## config.mk

```make
export PLATFORM = sky130hd
export DESIGN_NAME = puzzle_tile_ctrl
export DESIGN_NICKNAME = d
export VERILOG_FILES = /design/src/rtl/puzzle_pkg.sv /design/src/rtl/puzzle_tile_ctrl_lfsr16.sv /design/src/rtl/puzzle_tile_ctrl.sv
export SDC_FILE = /design/constraint.sdc
export NUM_CORES = 1
export LEC_CHECK = 0
export CAP_MARGIN = 5
export CORE_ASPECT_RATIO = 0.8
export CORE_MARGIN = 5
export CORE_UTILIZATION = 50
export CTS_BUF_LIST = sky130_fd_sc_hd__clkbuf_8
export DETAILED_ROUTE_END_ITERATION = 8
export PLACE_DENSITY = 0.72
export SLEW_MARGIN = 40
export SYNTH_ARGS = -nofsm -noshare
export SYNTH_HDL_FRONTEND = slang
export SYNTH_SLANG_ARGS = --single-unit
```

## constraint.sdc

```tcl
create_clock -name clk -period 2.86 [get_ports clk]
set_input_delay 0.858 -clock clk [delete_from_list [all_inputs] [get_ports clk]]
set_output_delay 0.858 -clock clk [all_outputs]
set_load 0.05 [all_outputs]
```

## src/rtl/puzzle_pkg.sv

```systemverilog
`default_nettype none
// ============================================================================
// Module      : puzzle_pkg
// Description : Shared definitions for the 2x2 sliding-tile puzzle: tile and
//               position codes, sequencer state encoding and layout helpers.
//               Layout word: [11:9]=a(TL) [8:6]=b(TR) [5:3]=c(BL) [2:0]=d(BR).
// Revision    : 1.0 - initial release
// ============================================================================
package puzzle_pkg;

    localparam logic [2:0] TILE_BLANK = 3'd4;

    localparam logic [1:0] POS_A = 2'd0;
    localparam logic [1:0] POS_B = 2'd1;
    localparam logic [1:0] POS_C = 2'd2;
    localparam logic [1:0] POS_D = 2'd3;

    localparam logic [1:0] ST_IDLE = 2'd0;
    localparam logic [1:0] ST_PEND = 2'd1;
    localparam logic [1:0] ST_SHUF = 2'd2;

    // Tile code stored at position p.
    function automatic logic [2:0] tile_get(input logic [11:0] layout, input logic [1:0] p);
        logic [2:0] t;
        case (p)
            POS_A:   t = layout[11:9];
            POS_B:   t = layout[8:6];
            POS_C:   t = layout[5:3];
            default: t = layout[2:0];
        endcase
        return t;
    endfunction

    // Layout with position p overwritten by tile t.
    function automatic logic [11:0] tile_put(input logic [11:0] layout, input logic [1:0] p,
                                             input logic [2:0] t);
        logic [11:0] res;
        res = layout;
        case (p)
            POS_A:   res[11:9] = t;
            POS_B:   res[8:6]  = t;
            POS_C:   res[5:3]  = t;
            default: res[2:0]  = t;
        endcase
        return res;
    endfunction

    // Exchange the tiles at positions p0 and p1.
    function automatic logic [11:0] tile_swap(input logic [11:0] layout, input logic [1:0] p0,
                                              input logic [1:0] p1);
        logic [11:0] res;
        res = tile_put(layout, p0, tile_get(layout, p1));
        res = tile_put(res, p1, tile_get(layout, p0));
        return res;
    endfunction

    // Position holding the blank code (used at elaboration for the reset value).
    function automatic logic [1:0] blank_index(input logic [11:0] layout);
        logic [1:0] idx;
        idx = POS_A;
        for (int i = 0; i < 4; i++) begin
            if (tile_get(layout, 2'(i)) == TILE_BLANK) begin
                idx = 2'(i);
            end
        end
        return idx;
    endfunction

endpackage
`default_nettype wire

```

## src/rtl/puzzle_tile_ctrl_lfsr16.sv

```systemverilog
`default_nettype none
// ============================================================================
// Module      : lfsr16
// Description : Free-running 16-bit Fibonacci LFSR, taps 16,14,13,11.
//               Advances every clock; only rst reloads the seed.
// Ports       : clk, rst (async, active-high), q[15:0] current state
// Revision    : 1.0 - initial release
// ============================================================================
module lfsr16 #(
    parameter logic [15:0] SEED = 16'hACE1
) (
    input  logic        clk,
    input  logic        rst,
    output logic [15:0] q
);

    logic [15:0] r_q;
    logic        w_fb;

    // Right-shifting form: tap 16 is bit 0, taps 14/13/11 are bits 2/3/5.
    assign w_fb = r_q[0] ^ r_q[2] ^ r_q[3] ^ r_q[5];

    always_ff @(posedge clk or posedge rst) begin
        if (rst) begin
            r_q <= SEED;
        end else begin
            r_q <= {w_fb, r_q[15:1]};
        end
    end

    assign q = r_q;

endmodule
`default_nettype wire

```

## src/rtl/puzzle_tile_ctrl.sv

```systemverilog
`default_nettype none
// ============================================================================
// Module      : puzzle_tile_ctrl
// Description : Sequencer for the 2x2 sliding-tile display. Turns button
//               pulses into legal blank moves (or a random shuffle) and
//               commits every layout change on a frame_start boundary.
// Ports       : clk, rst (async, active-high)
//               btn_up/down/left/right/shuffle - 1-cycle button pulses
//               frame_start - 1-cycle pulse at vblank start
//               img_nums[11:0] layout, blank_pos[1:0], busy, solved,
//               move_count[15:0] (saturating player move count)
// Revision    : 1.0 - initial release
// ============================================================================
module puzzle_tile_ctrl
    import puzzle_pkg::*;
#(
    parameter int          SHUFFLE_MOVES = 15,
    parameter logic [15:0] LFSR_SEED     = 16'hACE1,
    parameter logic [11:0] RESET_LAYOUT  = 12'b100_011_010_001,
    parameter logic [11:0] SOLVED_LAYOUT = 12'b000_001_010_100
) (
    input  logic        clk,
    input  logic        rst,
    input  logic        btn_up,
    input  logic        btn_down,
    input  logic        btn_left,
    input  logic        btn_right,
    input  logic        btn_shuffle,
    input  logic        frame_start,
    output logic [11:0] img_nums,
    output logic [1:0]  blank_pos,
    output logic        busy,
    output logic        solved,
    output logic [15:0] move_count
);

    localparam logic [1:0] c_reset_blank  = blank_index(RESET_LAYOUT);
    localparam logic       c_reset_solved = (RESET_LAYOUT == SOLVED_LAYOUT);
    localparam logic [7:0] c_shuf_moves   = 8'(SHUFFLE_MOVES);

    logic [1:0]  r_state,    w_state_nxt;
    logic [1:0]  r_target,   w_target_nxt;
    logic [7:0]  r_shuf_cnt, w_shuf_cnt_nxt;
    logic [11:0] r_img,      w_img_nxt;
    logic [1:0]  r_blank,    w_blank_nxt;
    logic        r_solved,   w_solved_nxt;
    logic [15:0] r_moves,    w_moves_nxt;
    logic        r_busy;

    logic [15:0] w_lfsr;
    logic        w_dir_ok;
    logic [1:0]  w_dir_target;
    logic [1:0]  w_shuf_target;
    logic [11:0] w_pend_layout;
    logic [11:0] w_shuf_layout;
    logic        w_shuf_last;

    lfsr16 #(
        .SEED (LFSR_SEED)
    ) u_lfsr (
        .clk (clk),
        .rst (rst),
        .q   (w_lfsr)
    );

    // Direction decode: only the highest-priority pressed button is
    // considered; if that one is illegal the request is dropped outright.
    always_comb begin
        w_dir_ok     = 1'b0;
        w_dir_target = r_blank;
        if (btn_up) begin
            w_dir_ok     = r_blank[1];
            w_dir_target = r_blank ^ 2'b10;
        end else if (btn_down) begin
            w_dir_ok     = ~r_blank[1];
            w_dir_target = r_blank ^ 2'b10;
        end else if (btn_left) begin
            w_dir_ok     = r_blank[0];
            w_dir_target = r_blank ^ 2'b01;
        end else if (btn_right) begin
            w_dir_ok     = ~r_blank[0];
            w_dir_target = r_blank ^ 2'b01;
        end
    end

    // Any neighbour of the blank is a legal move, so the LFSR bit only
    // chooses between the horizontal and vertical partner.
    assign w_shuf_target = r_blank ^ (w_lfsr[0] ? 2'b10 : 2'b01);
    assign w_pend_layout = tile_swap(r_img, r_blank, r_target);
    assign w_shuf_layout = tile_swap(r_img, r_blank, w_shuf_target);
    assign w_shuf_last   = (r_shuf_cnt <= 8'd1);

    always_comb begin
        w_state_nxt    = r_state;
        w_target_nxt   = r_target;
        w_shuf_cnt_nxt = r_shuf_cnt;
        w_img_nxt      = r_img;
        w_blank_nxt    = r_blank;
        w_solved_nxt   = r_solved;
        w_moves_nxt    = r_moves;
        case (r_state)
            ST_IDLE: begin
                if (btn_shuffle) begin
                    w_moves_nxt    = 16'd0;
                    w_shuf_cnt_nxt = c_shuf_moves;
                    w_state_nxt    = ST_SHUF;
                end else if (w_dir_ok) begin
                    w_target_nxt = w_dir_target;
                    w_state_nxt  = ST_PEND;
                end
            end
            ST_PEND: begin
                if (frame_start) begin
                    w_img_nxt    = w_pend_layout;
                    w_blank_nxt  = r_target;
                    w_solved_nxt = (w_pend_layout == SOLVED_LAYOUT);
                    if (r_moves != 16'hFFFF) begin
                        w_moves_nxt = r_moves + 16'd1;
                    end
                    w_state_nxt = ST_IDLE;
                end
            end
            ST_SHUF: begin
                if (frame_start) begin
                    w_img_nxt      = w_shuf_layout;
                    w_blank_nxt    = w_shuf_target;
                    w_solved_nxt   = (w_shuf_layout == SOLVED_LAYOUT);
                    w_shuf_cnt_nxt = w_shuf_last ? 8'd0 : r_shuf_cnt - 8'd1;
                    // Never hand back a solved puzzle: keep moving one frame
                    // at a time until the layout differs from the target.
                    if (w_shuf_last && (w_shuf_layout != SOLVED_LAYOUT)) begin
                        w_state_nxt = ST_IDLE;
                    end
                end
            end
            default: begin
                w_state_nxt = ST_IDLE;
            end
        endcase
    end

    always_ff @(posedge clk or posedge rst) begin
        if (rst) begin
            r_state    <= ST_IDLE;
            r_target   <= c_reset_blank;
            r_shuf_cnt <= 8'd0;
            r_img      <= RESET_LAYOUT;
            r_blank    <= c_reset_blank;
            r_solved   <= c_reset_solved;
            r_moves    <= 16'd0;
            r_busy     <= 1'b0;
        end else begin
            r_state    <= w_state_nxt;
            r_target   <= w_target_nxt;
            r_shuf_cnt <= w_shuf_cnt_nxt;
            r_img      <= w_img_nxt;
            r_blank    <= w_blank_nxt;
            r_solved   <= w_solved_nxt;
            r_moves    <= w_moves_nxt;
            r_busy     <= (w_state_nxt != ST_IDLE);
        end
    end

    assign img_nums   = r_img;
    assign blank_pos  = r_blank;
    assign busy       = r_busy;
    assign solved     = r_solved;
    assign move_count = r_moves;

endmodule
`default_nettype wire

```

-- Yosys cells after proc, flatten, opt, wreduce, memory -nomap -nowiden
Index checks and enable logic that the tools add are counted.
- add/sub/neg operators: 2
- order comparisons: 1
- equal/unequal tests: 16
- multiplexer cells: 51
- bitwise operators: 7
- reduce and logical (&&, ||, !) cells: 16
- operator list (operator ; count):
    16-bit two-way mux ; 3
    3-bit two-way mux ; 16
    16-bit case mux with 2 select lines ; 1
    3-bit case mux with 3 select lines ; 3
    12-bit by 7-bit == test with 1-bit output (second input constant) ; 2
    12-bit two-way mux ; 2
    8-bit two-way mux ; 3
    12-bit case mux with 2 select lines ; 1
    2-bit two-way mux ; 10
    16-bit by 1-bit adder with 16-bit output (second input constant) ; 1
    16-bit != test (second input constant) ; 1
    8-bit case mux with 2 select lines ; 1
    12-bit by 7-bit != test with 1-bit output (second input constant) ; 1
    3-bit AND reduction ; 3
    3-bit OR reduction ; 3
    2-bit by 1-bit == test with 1-bit output (second input constant) ; 4
    2-bit == test (second input constant) ; 4
    8-bit by 1-bit <= comparator with 1-bit output (second input constant) ; 1
    2-bit logical NOT ; 4
    1-bit two-way mux ; 8
    2-bit != test (second input constant) ; 4
    2-bit nonzero test ; 4
    8-bit by 1-bit subtractor with 8-bit output (second input constant) ; 1
    2-bit case mux with 3 select lines ; 1
    7 further kinds ; 11
- flip-flop bits (word level): 60
- input bits: 8
- output and inout bits: 32
- logic and storage cells: 102

-- Depth between registers and ports, before layout
Gate-level depths: netlist of run 1.
- word-level depth: 12
- depth in mapped cells: 10
- depth with buffers taken out: 8

-- Hierarchy
Synthesis of run 1 repeated with hierarchy kept, for this count alone.
- cell total of the unflattened synthesis: 450
- area, all modules: 4026.4 µm²
- modules (own cells, without submodules) (module ; instances ; cells an instance ; area each (µm²) ; sequential area each (µm²)):
    puzzle_tile_ctrl ; 1 ; 430 ; 3585.9 ; 1107.3
    lfsr16 ; 1 ; 20 ; 440.4 ; 410.4

-- Worst setup path after synthesis of run 1
OpenSTA, ideal clock, no wires.
- path kind: register to register
- start point: register r_blank[0], in the netlist blank_pos[0]
- end point: register r_busy, in the netlist busy
- setup time: 0.078 ns
- arrival: 2.398 ns
- data required time: 2.782 ns
- slack: 0.384 ns
- stages on the path, launching flop included: 11
- buffers on the path: 2
- clock period less this slack: 2.476 ns
- path through: dfrtp_1 > buf_6 > buf_2 > inv_1 > ha_1 > nor2b_1 > a211oi_1 > a211o_1 > a2111oi_2 > a21oi_1 > o21bai_1
- word-level cells in the longest chain between the ends: 11
- elaborated cells between the ends (all ways): 32
- those cells by class: eq/ne: 5; mux: 19; bitwise: 2; reduce/logical: 6
- RTL lines (item ; line ; text):
    from (decl) ; puzzle_tile_ctrl.sv:45 ; logic [1:0] r_blank, w_blank_nxt;
    from (signal assigned) ; puzzle_tile_ctrl.sv:148 ; r_blank <= c_reset_blank;
    from (signal assigned) ; puzzle_tile_ctrl.sv:157 ; r_blank <= w_blank_nxt;
    2-bit bitwise XOR ; puzzle_tile_ctrl.sv:88 ; assign w_shuf_target = r_blank ^ (w_lfsr[0] ? 2'b10 : 2'b01);
    2-bit == test (tied with other cells) ; puzzle_pkg.sv:25, puzzle_pkg.sv:39 ;
    3-bit case mux with 3 select lines ; puzzle_pkg.sv:25 ; case (p)
    3-bit two-way mux (2 in a row) ; puzzle_pkg.sv:39 ; case (p)
    12-bit by 7-bit != test with 1-bit output ; puzzle_tile_ctrl.sv:131 ; if (w_shuf_last && (w_shuf_layout != SOLVED_LAYOUT)) begin
    1-bit logical AND ; puzzle_tile_ctrl.sv:131 ;
    2-bit two-way mux ; puzzle_tile_ctrl.sv:131 ;
    2-bit two-way mux ; puzzle_tile_ctrl.sv:124 ; if (frame_start) begin
    2-bit case mux with 3 select lines * ; puzzle_tile_ctrl.sv:101 ; case (r_state)
    2-bit nonzero test * ; puzzle_tile_ctrl.sv:160 ; r_busy <= (w_state_nxt != ST_IDLE);
    to (signal assigned) ; puzzle_tile_ctrl.sv:160 ;
    to (decl) ; puzzle_tile_ctrl.sv:48 ; logic r_busy;
Mark *: on every way between the ends. The rest lies on a longest branch, timed or not.
A chain may end at the register's enable or synchronous reset.

-- Final worst setup path of run 1
- start point: register r_img[10], in the netlist img_nums[10]
- end point: output img_nums[10]
- RTL lines (item ; line ; text):
    from (decl) ; puzzle_tile_ctrl.sv:44 ; logic [11:0] r_img, w_img_nxt;
    from (signal assigned) ; puzzle_tile_ctrl.sv:156 ; r_img <= w_img_nxt;
    to (decl) ; puzzle_tile_ctrl.sv:30 ; output logic [11:0] img_nums,
No word-level cell between the ends.

==> summary.md, run 1 <==
| Metric | Value |
|---|---|
| Root Buffer | `clkbuf_8` |
| Critical Path Sink Type | `output pin` |
| Clk sinks | `60` |
| DRC violations left | `0` |
| Post-synth EDFFs | `0` |
| Crit path cell chain | `clkdlybuf4s50_1` |
| CTS tree | `built` |
| Final Util | `between 60% and 70%` |
| Netlist Area Pre-Place | `around 0.0039 sq mm` |
| Final hold slack | `~0.35 ns` |
| Pint | `between 2 and 3 mW` |
| Power share of the clock group | `between 10% and 20%` |
| Fin. Hold Viols | `0` |
| Num CTS Buffers | `9` |
| Ys async rst share | `100%` |
| CP Launch Type | `register` |
| Share of layout cells above drive strength 1 | `approximately 17%` |
| Total chip power | `4.93 mW` |
| Flop pwr share | `slightly below 30%` |
| Port Buffers | `39` |
| Max Freq | `365 MHz` |
| Comb pwr share | `53.3%` |
| Peak supply drop | `~0.58 mV` |
| Via count | `roughly 3.6k` |
| CP max stage cell | `clkdlybuf4s50_1` |
| Layout fillers | `roughly 660` |
| Max stage delay on crit path | `0.90 ns` |
| Worst slew pin tran | `between 0.6 and 0.7 ns` |
| RSZ-0062 raised after global routing | `no` |
| Synth Instances | `439` |
| Post-Layout Cell Count | `598` |
| Max-Slew Margin vs Limit | `~55%` |
| Share of the synthesized area in the top cell type | `between 30% and 40%` |
| Die Y | `between 80 and 90 microns` |
| Synth unique cells | `65` |
| Die area | `about 0.0097 sq mm` |
| Worst EP required | `around 2 ns` |
| Cell Area, Placed | `~0.0045 sq mm` |
| Routability congestion estimate | `~1` |
| Synth area leader | `dfrtp_1` |
| Core Box Area | `0.00750 sq mm` |
| Antenna viol nets, final | `0` |
| Total track usage | `23.3%` |
| Post-DP HPWL | `7360 microns` |
| Reg2Reg Setup Slack | `around 0.2 ns` |
| Clock Path Buffers | `2` |
| Initial Util | `roughly 52%` |
| Final setup vio count | `0` |
| Design Area, Final | `approximately 0.0047 sq mm` |
| Clk slew on worst S/H paths | `around 0.07 ns` |
| Die X | `109 microns` |
| Worst path top cell family by delay | `buffers and inverters` |
| Pwr/cell area | `roughly 1000 mW/mm^2` |
| Pins over their slew limit | `0` |
| Global-route wire length before repair | `approximately 18000 microns` |
| Post-CTS setup buffer count | `0` |
| Area grow syn2layout | `21.8%` |
| Final period util | `between 90% and 100%` |
| Vias in the first global route | `~3.5k` |
| Setup WS pre-CTS | `0.0186 ns` |
| HP Class | `register to register` |
| Min cycle time layout | `2.74 ns` |
| Crit path DAT | `approximately 1.9 ns` |
| DR pass1 iterations | `5` |
| Status | `finished clean` |
| Ys flop type | `dfrtp_1` |
| Placed Cells | `~580` |
| Standard-cell row count | `28` |
| Sw Pwr | `roughly 2.3 mW` |
| Yosys reg bits | `60` |
| Crit path kind | `register to output pin` |
| Vias/cell | `around 6.1` |
| Grt total ovfl | `0` |
| Post-route setup slack | `0.118 ns` |
| Register area share after synthesis | `38.9%` |
| Fin Setup TNS | `0 ns` |
| Antenna cells | `0` |
| Final-stage net count | `500` |
| DR WL/cell | `between 15 and 20 microns` |
| Max Clock Skew | `around 0.0080 ns` |
| Clock latency on the worst-skew pair | `between 0.3 and 0.4 ns` |
| Max Cap Viol | `0` |
| Syn Nets | `~450` |
| Switching Fraction | `a little under half` |
| H-tree depth | `3` |
| Critical path peak fanout | `12` |
| Yosys warning count | `0` |
| Leak pwr | `between 1.5 and 2 nW` |
| Post_cts resized | `0` |
| DRT Wirelength | `between 10000 and 15000 microns` |
| Ports | `40` |
| Pin count of the biggest net entering global routing | `around 60` |
| First-iteration detailed-routing DRC count | `roughly 430` |
| Buf/Inv on CP | `1` |
| Synth area leaders | `dfrtp_1, dfstp_2, mux2i_1` |
| Syn avg cell area | `around 9 sq um` |
| Cts-stage hold buffer count | `0` |
| Antenna violations before repair | `0` |
==> layout by cell type, fill, tap and decap left out, types with 4 or more instances in the layout <==
master,n
dfrtp_1,47
nor2_1,40
nand2_1,37
clkdlybuf4s50_1,37
buf_4,30
o21ai_0,29
a21oi_1,27
inv_1,16
mux2i_1,16
nand3_1,15
nor3_1,14
dfstp_2,13
or3_1,11
xnor2_1,11
o211ai_1,10
clkbuf_8,10
nand2b_1,8
mux2_2,8
nand3b_1,6
nor2b_1,6
a211oi_1,6
a211o_1,6
o22ai_1,5
o31ai_1,5
nor3b_1,5
and2_1,4
nand4_1,4
ha_1,4
==> area by class of cell <==
class                           count  area (sq um)  area share (%)
Clock inverter                      6          86.3            1.82
Tap cell                          105           131            2.77
Inverter                           17          63.8            1.34
Clock buffer                       10           138            2.90
Multi-Input combinational cell    330          2150            45.4
Timing Repair Buffer               70           656            13.8
Sequential cell                    60          1520            32.0
==> registers in the layout, indices dropped and copies added (netlist names) <==
name / cells
img_nums: 12
move_count: 16
u_lfsr.q: 16
blank_pos: 2
r_target: 2
r_state: 2
r_shuf_cnt: 8
busy: 1
solved: 1
==> routing by layer <==
metal  global-route usage (%)  routed length, microns
met5                        0                       0
met4                     6.65                     145
met1                     32.4                    4830
met2                     33.9                    4540
met3                     8.95                     984
==> cells in the mapped netlist, types with 2 or more instances <==
cell type / instances
and3_1: 3
xor2_1: 3
a22o_1: 2
buf_2: 11
nor3_1: 14
inv_1: 17
o311ai_0: 2
ha_1: 4
nor3b_1: 6
clkbuf_1: 13
nor4_1: 2
mux2i_1: 16
a41oi_1: 2
nor2_1: 40
nor2b_1: 6
nor4b_1: 2
mux2_2: 8
a211oi_1: 6
o22ai_1: 5
nand2_1: 37
o211ai_1: 10
and3b_1: 2
a221oi_1: 2
dfrtp_1: 47
nand3_1: 15
and2_1: 4
a211o_1: 6
o31ai_1: 5
o221ai_1: 2
nand4_1: 4
buf_1: 3
or3_1: 11
a21oi_1: 27
nand3b_1: 6
a31oi_1: 3
nand2b_1: 8
xnor2_1: 11
o21ai_0: 30
dfstp_2: 13
mux4_2: 3
buf_6: 4
==> power groups by stage <==
stage | registers, mW | clock network [mW] | logic (mW)
6_report | 1.44 | 0.860 | 2.63
5_1_grt | 1.48 | 0.924 | 2.83
4_1_cts | 1.43 | 0.883 | 2.60
3_5_place_dp | 1.45 | 0 | 2.58
3_3_place_gp | 1.44 | 0 | 2.58
2_1_floorplan | 1.56 | 0 | 1.64
==> worst paths after layout <==
check / startpoint / endpoint / depth (start not counted)
max: img_nums[10] / img_nums[10] / 1
min: u_lfsr.q[1] / u_lfsr.q[0] / 0
max reg2reg: blank_pos[0] / solved / 8
min reg2reg: u_lfsr.q[1] / u_lfsr.q[0] / 0
max in group asynchronous: rst / img_nums[4] / 3
min in group asynchronous: rst / u_lfsr.q[3] / 3
==> cells by family after synthesis <==
family | synth area share, %
and+or+nand+nor | 21.6
AOI/OAI and AO/OA | 21.0
DFF | 38.9
buffers and inverters | 5.94
muxes | 8.15
xor gates and xnor gates | 3.15
adders and majority gates | 1.28
Note: power is estimated with default switching activity, not from simulation.
==> run 2: changes to the inputs <==
CELL_PAD_IN_SITES_DETAIL_PLACEMENT = 0   (was not set)
CELL_PAD_IN_SITES_GLOBAL_PLACEMENT = 2   (was not set)
CORE_UTILIZATION = 37   (was 50)
PLACE_DENSITY = not set   (was 0.72)
PLACE_DENSITY_LB_ADDON = 0.1   (was not set)
REMOVE_ABC_BUFFERS = 1   (was not set)
==> run 2 against run 1 <==
Effect of this change:
- clock skew rose by 0.0088 ns
- cell area is 1.3% higher
- critical path depth unchanged
- count of clock-buffer cells in the layout fell by 1
- first-iteration DRC count shrank 25%
- routed wire length increased by 6.3%
- non-clock buffer count is 2 lower
- die area grew 31%
- cell count grew 5.5%
==> summary.md, run 2 (synthesis gave the netlist of run 1 again) <==
| Metric | Value |
|---|---|
| Root Buffer | `clkbuf_8 (unchanged)` |
| Share of layout cells above drive strength 1 | `16.5% (was 16.8%)` |
| Clock Path Buffers | `2 (unchanged)` |
| Crit path cell chain | `clkdlybuf4s50_1 (unchanged)` |
| Post-route setup slack | `0.0850 ns (was 0.118 ns)` |
| Worst r2r src | `blank_pos[0] (unchanged)` |
| Final-stage net count | `498 (was 500)` |
| Clock latency on the worst-skew pair | `0.35 ns (was 0.33 ns)` |
| Status | `finished clean (unchanged)` |
| Crit path DAT | `1.92 ns (was 1.88 ns)` |
| Standard-cell row count | `33 (was 28)` |
| DRC violations left | `0 (unchanged)` |
| CP Launch Type | `register (unchanged)` |
| Placed Cells | `615 (was 582)` |
| Leak pwr | `1.89 nW (was 1.90 nW)` |
| Fin. Hold Viols | `0 (unchanged)` |
| Grt total ovfl | `0 (unchanged)` |
| Pins over their slew limit | `0 (unchanged)` |
| DRT Wirelength | `11200 microns (was 10500 microns)` |
| Pin count of the biggest net entering global routing | `29 (was 61)` |
| Max Freq | `360 MHz (was 365 MHz)` |
| H-tree depth | `3 (unchanged)` |
| Global-route wire length before repair | `18500 microns (was 17600 microns)` |
| Min cycle time layout | `2.77 ns (was 2.74 ns)` |
| Peak supply drop | `0.416 mV (was 0.575 mV)` |
| Worst slew pin tran | `0.626 ns (was 0.669 ns)` |
| Max-Slew Margin vs Limit | `57.2% (was 55.2%)` |
| Hold path startpoint | `u_lfsr.q[9] (was u_lfsr.q[1])` |
| Cts-stage hold buffer count | `0 (unchanged)` |
| Setup WS pre-CTS | `0.0136 ns (was 0.0186 ns)` |
| Critical Path Sink Type | `output pin (unchanged)` |
| Die X | `125 microns (was 109 microns)` |
| R2r worst-path depth | `8 (unchanged)` |
| Die Y | `102 microns (was 89.0 microns)` |
| Initial Util | `37.9% (was 52.0%)` |
| Crit path kind | `register to output pin (unchanged)` |
| Final setup vio count | `0 (unchanged)` |
| Final Util | `46.8% (was 63.3%)` |
| RSZ-0062 raised after global routing | `no (unchanged)` |
| Worst EP required | `2.00 ns (about the same)` |
| Area grow syn2layout | `23.3% (was 21.8%)` |
| Post-CTS setup buffer count | `0 (unchanged)` |
| Routability congestion estimate | `0.856 (was 0.982)` |
| DR pass1 iterations | `4 (was 5)` |
| Post-Layout Cell Count | `631 (was 598)` |
| Die area | `0.0127 sq mm (was 0.00967 sq mm)` |
| WHS Path Cells | `0 (unchanged)` |
| Critical path peak fanout | `13 (was 12)` |
| Hold Crit Endpoint | `u_lfsr.q[8] (was u_lfsr.q[0])` |
| Port Buffers | `39 (unchanged)` |
| Clk sinks | `60 (unchanged)` |
| Antenna cells | `0 (unchanged)` |
| Total track usage | `18.2% (was 23.3%)` |
| Max Cap Viol | `0 (unchanged)` |
| HP Class | `register to register (unchanged)` |
| Max Clock Skew | `0.0168 ns (was 0.00804 ns)` |
| DR WL/cell | `17.7 microns (was 17.6 microns)` |
| Core Box Area | `0.0103 sq mm (was 0.00750 sq mm)` |
| Clk slew on worst S/H paths | `0.09 ns (was 0.07 ns)` |
| Antenna violations before repair | `0 (unchanged)` |
| Antenna viol nets, final | `0 (unchanged)` |
| Worst reg2reg endpoint | `solved (unchanged)` |
| CP max stage cell | `clkdlybuf4s50_1 (unchanged)` |
| Reg2Reg Setup Slack | `0.26 ns (was 0.20 ns)` |
| Final period util | `97.0% (was 95.9%)` |
| Via count | `3473 (was 3627)` |
| Fin Setup TNS | `0 ns (unchanged)` |
| Commonest non-fill, non-tap cells in the layout | `dfrtp_1, nor2_1, nand2_1, clkdlybuf4s50_1, o21ai_0 (was dfrtp_1, nor2_1, nand2_1, clkdlybuf4s50_1, buf_4)` |
| Most common cell after layout, fill and taps aside | `dfrtp_1 (unchanged)` |
| First-iteration detailed-routing DRC count | `321 (was 429)` |
| Total chip power | `4.98 mW (was 4.93 mW)` |
| Num CTS Buffers | `9 (unchanged)` |
| Max stage delay on crit path | `0.86 ns (was 0.90 ns)` |
| Post_cts resized | `0 (unchanged)` |
| Buf/Inv on CP | `1 (unchanged)` |
| Post-DP HPWL | `7980 microns (was 7360 microns)` |
| Worst path top cell family by delay | `buffers and inverters (unchanged)` |
| Ports | `40 (unchanged)` |
| Vias in the first global route | `3406 (was 3455)` |
| CTS tree | `built (unchanged)` |
| Vias/cell | `5.50 (was 6.07)` |
| Pwr/cell area | `1030 mW/mm^2 (was 1040 mW/mm^2)` |
==> run 2: cell count changes in the layout (fill, tap and decap cells not counted), sizes merged <==
cell / delta
bufinv: -1
clkbuf: -1
clkinvlp: +1
buf: -2
clkinv: -2
inv: +3
==> run 2: routing by layer <==
layer	GRT usage [%]	vias to the layer above	share of wire [%]
li1	-	1696	-
met1	28.1	1680	51
met2	25.4	87	42
met3	4.23	10	6.0
met4	5.14	0	1.1
met5	0	-	0
==> run 2: metrics by stage <==
| stage | instance area (sq um) | hold WS (ns) |
|---|---|---|
| 3_5_place_dp | 4600 | 0.338 |
| 5_1_grt | 4810 | 0.362 |
| 6_report | 4810 | 0.354 |
| 2_1_floorplan | 3730 | 0.331 |
| 4_1_cts | 4810 | 0.358 |
| 3_3_place_gp | 4600 | 0.334 |
==> run 2: area by class of cell <==
type | count | area (sq um)
fill | 1004 | 5470
multi-input combinational | 330 | 2150
sequential | 60 | 1520
timing repair buffer | 68 | 691
tap | 140 | 175
clock buffer | 9 | 124
clock inverter | 7 | 82.6
inverter | 17 | 63.8
==> run 2: how the worst max path moves through the flow <==
stage	from	to	depth (start not counted)	slack (ns)
after global routing	img_nums[4]	img_nums[4]	1	0.02
after global placement	btn_shuffle	r_shuf_cnt[6]	7	0.07
after CTS	img_nums[4]	img_nums[4]	1	0.07
after floorplan	r_state[0]	solved	6	-0.47
after detailed placement	frame_start	solved	6	0.01
final	img_nums[4]	img_nums[4]	1	0.09
==> run 2: where the power goes <==
group,switching [mW],internal [mW]
logic,1.60,1.12
registers,0.400,1.04
clock network,0.390,0.417
